--- src/rtl/fp8_dot_ctrl.sv ---
// Sequencer for a two-lane FP8 multiply-accumulate unit: clears the MAC, injects
// the per-lane bias, streams operand beats, waits out the MAC latency and holds the result.
module fp8_dot_ctrl #(
  parameter int DRAIN_CYC = 4
) (
  input  logic       clk,
  input  logic       rst,
  input  logic       start,
  input  logic [7:0] len,
  input  logic [7:0] bias0,
  input  logic [7:0] bias1,
  input  logic       abort,
  input  logic       in_valid,
  output logic       in_ready,
  input  logic [7:0] in_a0,
  input  logic [7:0] in_a1,
  input  logic [7:0] in_b0,
  input  logic [7:0] in_b1,
  output logic       mac_clr,
  output logic [7:0] mac_a0,
  output logic [7:0] mac_a1,
  output logic [7:0] mac_b0,
  output logic [7:0] mac_b1,
  output logic [7:0] mac_c0,
  output logic [7:0] mac_c1,
  input  logic [7:0] mac_facc0,
  input  logic [7:0] mac_facc1,
  output logic       out_valid,
  input  logic       out_ready,
  output logic [7:0] out_res0,
  output logic [7:0] out_res1,
  output logic       busy
);

  localparam int DW = (DRAIN_CYC > 1) ? $clog2(DRAIN_CYC) : 1;
  localparam logic [DW-1:0] DLAST = DW'(DRAIN_CYC - 1);

  typedef enum logic [2:0] {
    IDLE  = 3'd0,
    CLEAR = 3'd1,
    BIAS  = 3'd2,
    RUN   = 3'd3,
    DRAIN = 3'd4,
    DONE  = 3'd5
  } state_t;

  state_t        state;
  state_t        state_nx;
  logic          aborting;
  logic          aborting_nx;
  logic [7:0]    rem;
  logic [7:0]    bias0_q;
  logic [7:0]    bias1_q;
  logic [DW-1:0] dcnt;
  logic          clr_q;
  logic          run_q;
  logic          beat;
  logic          capture;
  logic          load_job;
  logic          load_bias;
  logic          drain_last;

  // State register
  always_ff @(posedge clk or posedge rst) begin
    if (rst) begin
      state    <= IDLE;
      aborting <= 1'b0;
    end else begin
      state    <= state_nx;
      aborting <= aborting_nx;
    end
  end

  // Next-state and per-cycle control decode; abort overrides everything outside IDLE
  always_comb begin
    state_nx    = state;
    aborting_nx = aborting;
    beat        = 1'b0;
    capture     = 1'b0;
    load_job    = 1'b0;
    load_bias   = 1'b0;
    drain_last  = (dcnt == DLAST);
    if (abort && (state != IDLE)) begin
      state_nx    = CLEAR;
      aborting_nx = 1'b1;
    end else begin
      case (state)
        IDLE: begin
          if (start) begin
            state_nx    = CLEAR;
            aborting_nx = 1'b0;
            load_job    = 1'b1;
          end else begin
            state_nx = IDLE;
          end
        end
        CLEAR: begin
          if (aborting) begin
            state_nx = IDLE;
          end else begin
            state_nx = BIAS;
          end
        end
        BIAS: begin
          load_bias = 1'b1;
          if (rem != 8'd0) begin
            state_nx = RUN;
          end else begin
            state_nx = DRAIN;
          end
        end
        RUN: begin
          if (in_valid) begin
            beat = 1'b1;
            if (rem == 8'd1) begin
              state_nx = DRAIN;
            end else begin
              state_nx = RUN;
            end
          end else begin
            state_nx = RUN;
          end
        end
        DRAIN: begin
          if (drain_last) begin
            capture  = 1'b1;
            state_nx = DONE;
          end else begin
            state_nx = DRAIN;
          end
        end
        DONE: begin
          if (out_ready) begin
            state_nx = IDLE;
          end else begin
            state_nx = DONE;
          end
        end
        default: begin
          state_nx = IDLE;
        end
      endcase
    end
  end

  // Job parameters, beat counter and drain counter
  always_ff @(posedge clk or posedge rst) begin
    if (rst) begin
      rem     <= 8'd0;
      bias0_q <= 8'd0;
      bias1_q <= 8'd0;
      dcnt    <= '0;
    end else begin
      if (load_job) begin
        rem     <= len;
        bias0_q <= bias0;
        bias1_q <= bias1;
      end else if (beat) begin
        rem <= rem - 8'd1;
      end
      if ((state == DRAIN) && (state_nx == DRAIN)) begin
        dcnt <= dcnt + DW'(1);
      end else begin
        dcnt <= '0;
      end
    end
  end

  // MAC operand registers: anything not loaded this cycle goes to zero so the
  // accumulator sees a harmless 0*0+0 on idle and bubble cycles
  always_ff @(posedge clk or posedge rst) begin
    if (rst) begin
      mac_a0 <= 8'h00;
      mac_a1 <= 8'h00;
      mac_b0 <= 8'h00;
      mac_b1 <= 8'h00;
      mac_c0 <= 8'h00;
      mac_c1 <= 8'h00;
    end else begin
      mac_a0 <= beat ? in_a0 : 8'h00;
      mac_a1 <= beat ? in_a1 : 8'h00;
      mac_b0 <= beat ? in_b0 : 8'h00;
      mac_b1 <= beat ? in_b1 : 8'h00;
      mac_c0 <= load_bias ? bias0_q : 8'h00;
      mac_c1 <= load_bias ? bias1_q : 8'h00;
    end
  end

  // Registered status flags and result capture
  always_ff @(posedge clk or posedge rst) begin
    if (rst) begin
      clr_q     <= 1'b0;
      run_q     <= 1'b0;
      busy      <= 1'b0;
      out_valid <= 1'b0;
      out_res0  <= 8'h00;
      out_res1  <= 8'h00;
    end else begin
      clr_q     <= (state_nx == CLEAR);
      run_q     <= (state_nx == RUN);
      busy      <= (state_nx != IDLE);
      out_valid <= (state_nx == DONE);
      if (capture) begin
        out_res0 <= mac_facc0;
        out_res1 <= mac_facc1;
      end
    end
  end

  // Abort masks in_ready so a beat offered in the abort cycle never handshakes
  assign in_ready = run_q & ~abort;
  assign mac_clr  = rst | clr_q;

endmodule

--- config.mk ---
export PLATFORM = sky130hd
export DESIGN_NAME = fp8_dot_ctrl
export DESIGN_NICKNAME = d
export VERILOG_FILES = /design/src/rtl/fp8_dot_ctrl.sv
export SDC_FILE = /design/constraint.sdc
export NUM_CORES = 1
export LEC_CHECK = 0
export ABC_AREA = 1
export BUFFER_PORTS_ARGS = -buffer_cell sky130_fd_sc_hd__clkbuf_2
export CAP_MARGIN = 20
export CORE_UTILIZATION = 36
export DETAILED_ROUTE_END_ITERATION = 10
export PLACE_DENSITY_LB_ADDON = 0.3
export SLEW_MARGIN = 10
export SYNTH_ARGS = -nofsm -noshare
export SYNTH_HDL_FRONTEND = slang
export SYNTH_SLANG_ARGS = --single-unit
--- constraint.sdc ---
create_clock -name clk -period 3.04 [get_ports clk]
set_clock_uncertainty 0.2 [all_clocks]
set_input_delay 0.304 -clock clk [delete_from_list [all_inputs] [get_ports clk]]
set_output_delay 0.304 -clock clk [all_outputs]
set_load 0.05 [all_outputs]
# Word level (Yosys, flattened, before mapping)
# Cells that the tools add are included.
# Widths: inputs -> output; s select.
# totals
n_memories	0
out_inout_bits	68
regBits	98
mem_bits_rw	0
rom_bits	0
elab_cells	76
latch_bits	0
in_bits	78
# op_classes
addsub	2
n_reduce_logical	10
shifts	0
n_eq_ne	11
bitwise_logic	3
mux	32
multipliers	0
magnitude_cmp	0
div	0
# op_table
cell	count
$mux 8	8
$pmux 3 s6	1
$mux 1	16
$mux 3	5
$eq 3x3->1 const B	4
$eq 3x2->1 const B	3
$eq 8x1->1 const B	1
$reduce_bool 8->1	1
$sub 8x1->8 const B	1
$eq 3x1->1 const B	2
$reduce_bool 2->1	3
$reduce_bool 3->1	2
$mux 2	2
$logic_not 3->1	1
$add 2x1->2 const B	1
$eq 2x2->1 const B	1
$logic_and 1x1->1	2
$reduce_and 2->1	1
$and 1x1->1	1
$not 1->1	1
$or 1x1->1	1

# Logic depth before layout (Yosys ltp)
# logic_depth
depth_word	8
depth_mapped	11
mapped_depth_nobuf	11

# Worst setup path before layout
# OpenSTA, ideal clock, no wires.
# synth_path
path_kind	register -> register
from	reg state[1]
to	reg out_res0[0]
t_required_ps	2713
path_buffers	1
arrival_time_ps	1274
setup_time_ps	127
path_slack_ps	1438
stages_incl_launch_ff	6
path_cell_list	dfrtp_1 > nor2_4 > nand3_2 > nor2_4 > buf_6 > mux2_1
# synth_between
elab_chain_cells	3
elab_cells_between_ends	5
# synth_lines
element	line_no	text
from (decl)	47	state_t state;
from (signal assigned)	69	state <= state_nx;
$eq 3x3->1 / $reduce_bool 3->1 (equally long branches)	87, 83	
$mux 1 / $logic_and 1x1->1 (equally long branches)	87, 83	
$mux 1 *	83	if (abort && (state != IDLE)) begin
to (signal assigned)	204	out_res0 <= mac_facc0;
to (decl)	30	output logic [7:0] out_res0,
# Every way passes the cells marked *; elsewhere a longest branch is shown, timed or not.
# A chain may end at the register's enable or synchronous reset.

# Worst setup path in the final report
# layout_path
from	reg state[1]
to	reg bias1_q[0]
# layout_between
elab_chain_cells	3
elab_cells_between_ends	5
# layout_lines
element	line_no	text
$logic_not 3->1 / $reduce_bool 3->1 (equally long branches)	87, 83	
$mux 1 / $logic_and 1x1->1 (equally long branches)	87, 83	
$mux 1 *	83	
to (signal assigned)	157	bias1_q <= bias1;
to (decl)	53	logic [7:0] bias1_q;
# Marks and branches as above.

==> impl_metrics.yaml <==
global_route:
  grt_util_met2_pct: 30.13
  use_met1_pct: 18.62
  grt_usage_pct: 16.89
  grt-ovfl-total: 0
  first_global_vias: 3170
  antenna_found_initial: 0
  grt_max_degree: 67
  busiest_layer: "met2"
  use_met3_pct: 3.493
  grt_pass1_wl_um: 14240
worst_setup_path:
  crit_arrival_ns: 2.18
  r2r_start: "state[1]"
  required_ns: 3.10
  startpoint_type: "register"
  crit_start: "state[1]"
  reg2reg_slack_ns: 0.92
  critPathKind: "reg -> reg"
  critPathCaptureType: "register"
  cp_max_fo: 23
  critPathCapture: "bias1_q[0]"
  reg2reg_depth: 6
  reg2reg_to: "bias1_q[0]"
sta:
  rsz0062_at_grt: "no"
  period_minus_slack_ns: 2.118
  max_freq_mhz: 472.2
  slew_viol_final: 0
  setup_tns_ns: 0
  final_hold_viol_count: 0
  finalSetupViolations: 0
  relSlewSlack_pct: 52.02
  timing.final.crit_share_pct: 69.67
  worstMarginPinSlew_ns: 0.7182
finish:
  multiInputGateArea_um2: 1027
  n_fill_cell: 940
  regArea_um2: 2452
  area_growth_pct: 44.54
  drive_above_1_share_pct: 30.27
  n_antenna_cell: 0
  stdcell_count: 724
  fin_nets: 669
power:
  pwr_density_cell_nw_per_um2: 657.9
  peakVddDrop_mv: 0.2270
  p_leak_nw: 3.070
job:
  drv_cap: 0
floorplan:
  die_x_um: 104.8
  row_count: 37
  io_pins: 146
  start_util_pct: 37.01
  die_area_um2: 10980
  die_y_um: 104.8
  fp.coreArea_um2: 10280
yosys:
  synth-xor-area-share_pct: 0.2303
  yosys_register_bits: 98
  syn_inst: 373
  mappedNetlistArea_um2: 3804
  synth_cell_types: 28
  synth_compound_area_share_pct: 4.474
  synth_top_family_by_area: "simple AND/OR/NAND/NOR gates"
  netlist.area_leader.share_pct: 64.47
  seq_area_frac_synth_pct: 64.47
  yosys-mux-area-fraction_pct: 4.737
  synth_area_per_cell_um2: 10.20
  synth_largest_area_cell: "dfrtp_1"
  ys.warnings.count: 0
  syn_nets: 455
  synth_fa_ha_area_share_pct: 1.316
  synthTopCellsByArea: "dfrtp_1, inv_1, nor2_1"
  synthSimpleGateAreaFrac_pct: 16.25
clock_network:
  post_cts_resized: 0
  root_buffer: "clkbuf_8"
  cts_made_buffers: 9
  clk_transition_reported_paths_ns: 0.08
  cts_tree: "done"
  htree_num_levels: 3
  cts_sinks: 98
  post_cts_buffers: 0
  insertion_delay_ns: 0.35
  cts-hold-fix-buffers: 67
  cts_max_path_buffers: 2
place:
  dp_cells: 645
  io_buffers: 145
  gp_congestion: 0.8563
  dpl.hpwl_um: 5748
hold_path:
  hold_path_class: "in -> reg"
detailed_routing:
  vias_per_cell: 4.318
  drtPass1Iterations: 4
  routed-via-count: 3126
  drt_iter0_markers: 122
  drc: 0
  detail-route-antenna-nets: 0
  wl_per_cell_um: 12.35
  drt-total-wl_um: 8942
status:
  status: "finished, final reports clean"
-- power by group --
part           switching, mW  leakage (nW)  internal, mW
sequential             0.116          1.29          1.56
combinational          0.821          1.70         0.371
clock                  0.391        0.0812         0.363
total                   1.33          3.07          2.29
-- metrics by stage --
stage / area (um^2) / total power [mW] / utilization, % / hold WS, ns / worst slack (ns)
global route: 5498 / 3.853 / 53.49 / 0.005940 / 0.7371
finish: 5498 / 3.617 / 53.49 / 0.01693 / 0.9221
CTS: 5498 / 3.656 / 53.49 / 0.001701 / 0.9272
detailed placement: 4666 / 2.824 / 45.40 / 0.2279 / 0.9513
floorplan: 3807 / 2.542 / - / 0.2088 / 1.374
global placement: 4666 / 2.784 / 45.40 / 0.2228 / 1.026
-- final cells by class --
type / count / share of cell area, %
clock inverter: 1 / 0.5462
tap: 136 / 3.095
multi-input combinational: 195 / 18.68
inverter: 69 / 4.779
timing repair buffer: 214 / 25.90
clock buffer: 11 / 2.390
sequential: 98 / 44.61
-- cell usage in the layout, fill, tap and decap left out, types with 6 or more instances in the layout --
| cell type | n |
|---|---|
| clkbuf_2 | 145 |
| dfrtp_1 | 98 |
| dlygate4sd3_1 | 67 |
| nor2_1 | 65 |
| inv_1 | 64 |
| nand2_1 | 48 |
| o21ai_0 | 22 |
| nand3_1 | 14 |
| mux2_1 | 10 |
| clkbuf_8 | 9 |
| mux2_2 | 6 |
-- cell families (layout without fill, tap and decap cells) --
group           after synthesis  in the layout
compound gates               32             32
fa+ha+maj                     4              4
flops                        98             98
mux                          16             16
buf+inv                      80            295
xor+xnor                      1              1
simple gates                142            142
-- routing by layer --
metal	vias to the layer above	part of all wire, %
met5	-	0
li1	1557	-
met1	1457	40
met2	87	52
met4	0	3.5
met3	25	3.9
-- registers in the layout, indices dropped and copies added, names as in the netlist, 2 cells and up --
| signal | flops |
|---|---|
| mac_a1 | 8 |
| mac_c1 | 8 |
| dcnt | 2 |
| out_res0 | 8 |
| bias1_q | 8 |
| mac_b0 | 8 |
| bias0_q | 8 |
| mac_b1 | 8 |
| state | 3 |
| out_res1 | 8 |
| rem | 8 |
| mac_a0 | 8 |
| mac_c0 | 8 |
-- worst min-delay path by stage --
stage / start / to / depth (start not counted)
final: len[5] / rem[5] / 3
after global routing: len[5] / rem[5] / 3
after CTS: len[5] / rem[5] / 3
after detailed placement: dcnt[0] / dcnt[0] / 1
after global placement: dcnt[0] / dcnt[0] / 1
after floorplan: dcnt[0] / dcnt[0] / 1
-- cell usage after synthesis --
master	count
dfrtp_1	98
or2_2	1
xnor2_1	1
a21oi_1	2
buf_6	2
o22ai_1	1
o211ai_1	1
nand3_4	1
nor2_2	2
inv_2	4
o31ai_1	1
nor2_1	65
ha_1	4
nand3_1	14
o221ai_1	1
buf_2	7
clkbuf_1	2
nand3_2	1
o21ai_1	4
nand4_1	4
inv_1	65
nand2_1	48
o21ai_0	22
nor2_4	3
or2_0	1
nand2_2	2
mux2_1	10
mux2_2	6
-- critical path, stage by stage (launching register included) --
cell and delay (ns):
dfrtp_1 0.42, nor2_4 0.15, nand3_1 0.36, inv_2 0.42, buf_4 0.30, nand2_1 0.07
o21ai_0 0.09
No activity file was read; power rests on OpenSTA's default activity.
